==> config.mk <==
export PLATFORM = sky130hd
export DESIGN_NAME = multi_clock_divider
export DESIGN_NICKNAME = d
export VERILOG_FILES = /design/src/rtl/multi_clock_divider.sv
export SDC_FILE = /design/constraint.sdc
export NUM_CORES = 1
export LEC_CHECK = 0
export CORE_UTILIZATION = 45
export CTS_CLUSTER_SIZE = 12
export DETAILED_ROUTE_END_ITERATION = 7
export HOLD_SLACK_MARGIN = 0.08
export SETUP_SLACK_MARGIN = 0.1
export SLEW_MARGIN = 10
export SYNTH_ARGS = -nofsm -noshare
export SYNTH_HDL_FRONTEND = slang
export SYNTH_SLANG_ARGS = --single-unit
==> constraint.sdc <==
create_clock -name clock_i -period 12.41 [get_ports clock_i]
set_input_delay 3.1025 -clock clock_i [delete_from_list [all_inputs] [get_ports clock_i]]
set_output_delay 3.1025 -clock clock_i [all_outputs]
set_load 0.1 [all_outputs]
==> src/rtl/multi_clock_divider.sv <==
// N-channel programmable clock divider. Divisor updates take effect only at period boundaries.
// Defining CLKDIV_DUTY_EN adds a per-channel high-threshold register written through wr_duty_i.
module multi_clock_divider #(
    parameter int NUM_CH      = 4,
    parameter int CNT_W       = 28,
    parameter int DEFAULT_DIV = 100000000,
    localparam int CH_W       = (NUM_CH > 1) ? $clog2(NUM_CH) : 1
) (
    input  logic              clock_i,
    input  logic              reset_i,
    input  logic              en_i,
    input  logic              sync_i,
    input  logic              wr_en_i,
    input  logic [CH_W-1:0]   wr_ch_i,
    input  logic [CNT_W-1:0]  wr_div_i,
`ifdef CLKDIV_DUTY_EN
    input  logic [CNT_W-1:0]  wr_duty_i,
`endif
    output logic [NUM_CH-1:0] clk_o,
    output logic [NUM_CH-1:0] tick_o,
    output logic [NUM_CH-1:0] pending_o
);

    localparam logic [CNT_W-1:0] DEF_DIV = CNT_W'(DEFAULT_DIV);
    localparam logic [CNT_W-1:0] ONE     = CNT_W'(1);

    // Channel numbers that do not exist are dropped here, before any per-channel decode.
    logic wr_ok;
    assign wr_ok = wr_en_i && (int'(wr_ch_i) < NUM_CH);

    for (genvar c = 0; c < NUM_CH; c++) begin : g_ch
        logic [CNT_W-1:0] cnt_q, cnt_d;
        logic [CNT_W-1:0] act_q, act_d;
        logic [CNT_W-1:0] pend_q, pend_d;
        logic [CNT_W-1:0] new_div;
        logic [CNT_W-1:0] last_q, last_d;
        logic [CNT_W-1:0] thr_d;
        logic             pend_flag_q, pend_flag_d;
        logic             clk_q, clk_d;
        logic             tick_q, tick_d;
        logic             hit;
        logic             stopped;
        logic             wrap;
        logic             apply;
        logic             have_pend;
        logic             run_d;
`ifdef CLKDIV_DUTY_EN
        logic [CNT_W-1:0] hi_act_q, hi_act_d;
        logic [CNT_W-1:0] hi_pend_q, hi_pend_d;
        logic [CNT_W-1:0] new_hi;
`endif

        assign hit = wr_ok && (wr_ch_i == CH_W'(c));

        always_comb begin
            stopped     = (act_q <= ONE);
            // Divisors 0 and 1 never reach the subtraction result, so it cannot underflow.
            last_q      = stopped ? '0 : act_q - ONE;
            wrap        = en_i && !stopped && (cnt_q == last_q);
            apply       = sync_i || stopped || wrap;
            have_pend   = hit || pend_flag_q;
            new_div     = hit ? wr_div_i : pend_q;
            pend_d      = new_div;
            act_d       = (apply && have_pend) ? new_div : act_q;
            pend_flag_d = have_pend && !apply;
`ifdef CLKDIV_DUTY_EN
            new_hi      = hit ? wr_duty_i : hi_pend_q;
            hi_pend_d   = new_hi;
            hi_act_d    = (apply && have_pend) ? new_hi : hi_act_q;
`endif
            if (apply) begin
                cnt_d = '0;
            end else if (en_i) begin
                cnt_d = cnt_q + ONE;
            end else begin
                cnt_d = cnt_q;
            end

            // Outputs are computed from the post-edge state so they can be registered.
            run_d  = (act_d > ONE);
            last_d = run_d ? act_d - ONE : '0;
`ifdef CLKDIV_DUTY_EN
            thr_d  = hi_act_d;
`else
            thr_d  = act_d >> 1;
`endif
            clk_d  = !sync_i && run_d && (cnt_d >= thr_d);
            tick_d = en_i && !sync_i && run_d && (cnt_d == last_d);
        end

        always_ff @(posedge clock_i) begin
            if (reset_i) begin
                cnt_q       <= '0;
                act_q       <= DEF_DIV;
                pend_q      <= DEF_DIV;
                pend_flag_q <= 1'b0;
                clk_q       <= 1'b0;
                tick_q      <= 1'b0;
`ifdef CLKDIV_DUTY_EN
                hi_act_q    <= DEF_DIV >> 1;
                hi_pend_q   <= DEF_DIV >> 1;
`endif
            end else begin
                cnt_q       <= cnt_d;
                act_q       <= act_d;
                pend_q      <= pend_d;
                pend_flag_q <= pend_flag_d;
                clk_q       <= clk_d;
                tick_q      <= tick_d;
`ifdef CLKDIV_DUTY_EN
                hi_act_q    <= hi_act_d;
                hi_pend_q   <= hi_pend_d;
`endif
            end
        end

        assign clk_o[c]     = clk_q;
        assign tick_o[c]    = tick_q;
        assign pending_o[c] = pend_flag_q;
    end

endmodule

==> results.txt <==
1st-iter DRT viols: 2974
Combinational Power Share: 15.5%
Clk Latency, worst-skew pair: 620 ps
Internal power: 2.13 mW
Pin count of the biggest net entering global routing: 214
WL per Instance: 23.3 um
Final Worst Setup Slack: 3240 ps
Most common cell after layout, fill and taps aside: nor2_1
Net Count, Synth: 3966
Fmax: 109 MHz
Total power: 3.03 mW
Vias: 28200
Effective utilization at floorplan: 45.7%
Switch Pwr: 0.899 mW
Hpwl dp: 80.6 mm
Drt pass-1 iters: 6
Sequential fraction of the synthesis area: 24.6%
Layout cells sized above 1: 5.40%
Total Wirelength: 106 mm
Worst hold path class: flop to flop
Power per cell area: 98.8 nW/um^2
Sw frac: 29.6%
H-tree levels: 2
Final worst clock skew: 22.1 ps
Post-synth EDFFs: 0
Postcts setup bufs: 0
Hold-fix buffers at CTS: 0
Final setup viols: 0
Unrepaired setup endpoints after global routing: false
Run status: complete, no violations
Mapped cell area: 28300 um^2
Clock power frac: 45.8%
Commonest cells after routing, fill and taps aside: nor2_1, dfxtp_1, nand2_1, nor3_1, xnor2_1
Die Ht: 253 um
Final nets: 3846
Worst ir drop on vdd: 86.5 uV
Post-Synthesis Cells: 3803
Die Footprint: 63900 um^2
Top Ports: 47
Gr ovfl total: 0
CTS tree: yes
CP Max Fanout: 15
Post-CTS sizing: 0
P&R area growth vs syn: 8.42%
TritonCTS Buffers: 44
Die X: 253 um
Crit start category: input pin
Tightest Pin Transition: 1210 ps
Sink Count: 348
CP arrival: 9680 ps
Cell Rows: 91
Synth unique cells: 98
# DRC: 0
Yosys warns: 0
GRT Total Usage: 32.7%
Max-cap violations: 0
Synth Register Bits: 348
GP Congestion: 1.01
Max_slew headroom: 18.5%
Root buf cell: clkbuf_16
Kind of critical path: input pin to flop
Deepest clock path buffer count: 3
Ant diodes: 0
Final Max Slew Viols: 0
Hold Vio Cnt, Final: 0
Flop pwr share: 38.7%
Vias in the first global route: 26100
Final Cycle Share: 73.9%
Core Area: 61900 um^2
Mapped Avg Cell Area: 7.44 um^2
Initial antenna violation count: 0
Via/cell ratio: 6.20
Post-route setup TNS: 0 ps
Worst path required time: 12920 ps
Crit path capture type: flop
ANT nets after route: 0
Main synth FF type: dfxtp_1
Final worst path period need: 9170 ps
LEAKAGE: 11.8 nW
Global-route wire length before repair: 161 mm
Placement Setup Slack: 2740 ps
Async SR Flop Fraction: 0%
CTS clk-pin slew, worst paths: 60 ps
I/O Buffers: 46
## synth_stat cells, drive strengths merged, types with 32 or more instances
| cell type | number | area share [%] |
|---|---|---|
| a21o | 40 | 1.1 |
| a21oi | 143 | 2.5 |
| a31oi | 32 | 0.71 |
| and3 | 49 | 1.1 |
| buf | 54 | 0.99 |
| clkbuf | 194 | 2.6 |
| dfxtp | 348 | 25 |
| ha | 128 | 5.7 |
| inv | 108 | 1.4 |
| mux2i | 141 | 5.0 |
| nand2 | 306 | 4.1 |
| nand2b | 119 | 2.6 |
| nand3 | 141 | 2.5 |
| nand4 | 76 | 1.7 |
| nor2 | 495 | 6.6 |
| nor3 | 232 | 4.1 |
| nor4 | 89 | 2.1 |
| o21ai | 196 | 3.5 |
| o31ai | 35 | 0.93 |
| or2 | 38 | 0.84 |
| or3 | 53 | 1.2 |
| xnor2 | 188 | 5.8 |
| xor2 | 136 | 4.2 |
## through the flow
step	hold slack [ps]	instance area, um^2	cells	utilization, %
after floorplan	438	28300	3803	-
after global placement	448	29200	4474	47.1
after detailed placement	452	29200	4474	47.1
after CTS	467	30700	4556	49.6
after global routing	505	30700	4556	49.6
final	470	30700	4556	49.6
## power groups by stage
stage / clock network [mW] / registers [mW] / logic [mW]
final: 1.39 / 1.17 / 0.470
after global routing: 1.46 / 1.18 / 0.506
after CTS: 1.41 / 1.17 / 0.460
after detailed placement: 0 / 1.20 / 0.458
after floorplan: 0 / 1.18 / 0.323
after global placement: 0 / 1.20 / 0.457
## flip-flops by register name (all words and copies together), names as in the netlist
| register | count |
|---|---|
| g_ch.pend_q | 112 |
| g_ch.tick_q | 4 |
| g_ch.act_q | 112 |
| g_ch.pend_flag_q | 4 |
| g_ch.clk_q | 4 |
| g_ch.cnt_q | 112 |
## cell families after synthesis
logic type               Yosys count  synth area share [%]
AO/OA/AOI/OAI                    724                  17.1
multiplexers                     161                  5.78
buffers and inverters            356                  5.00
XOR/XNOR                         334                  10.8
flip-flops                       348                  24.6
adder cells (fa/ha/maj)          128                  5.66
AND/OR/NAND/NOR                 1752                  31.0
## final timing paths
check                startpoint                  to  slack (ps)  depth (start not counted)
max                        en_i      g_ch[1].tick_q        3240                         23
min          g_ch[0].pend_q[22]  g_ch[0].pend_q[22]         470                          2
max reg2reg    g_ch[1].act_q[2]      g_ch[1].tick_q        3680                         26
min reg2reg  g_ch[0].pend_q[22]  g_ch[0].pend_q[22]         470                          2
## worst max-delay path: stages
cell       delay, ps
buf_2            470
a21bo_2          290
a221oi_1         200
o2111ai_1        150
a211o_1          280
a2111o_1         360
nor4_2           220
buf_4            270
o21ai_4           80
a21oi_1          340
ha_1             560
nand3_1          300
nor4_1           430
nand2_1          130
xnor2_1          180
mux2i_1          130
a32o_1           290
or4_1            500
a2111o_1         360
nor4_1           400
o2111a_1         240
nand3_1           70
nor4_1           300
## cell type report
| type | count | area (um^2) |
|---|---|---|
| fill | 6303 | 31200 |
| multi-input combinational | 3099 | 20000 |
| clock inverter | 19 | 287 |
| sequential | 348 | 6970 |
| clock buffer | 63 | 1250 |
| timing repair buffer | 82 | 743 |
| inverter | 108 | 405 |
| tap | 837 | 1050 |
## routing by layer
layer  GRT usage (%)  vias up  part of all wire, %
met3            5.02      186                  8.2
met5               0        -                    0
met2            50.3     1209                   43
met1            46.1    13400                   45
met4            11.0        0                  3.3
li1                -    13500                    -
(Power assumes the default switching activity.)
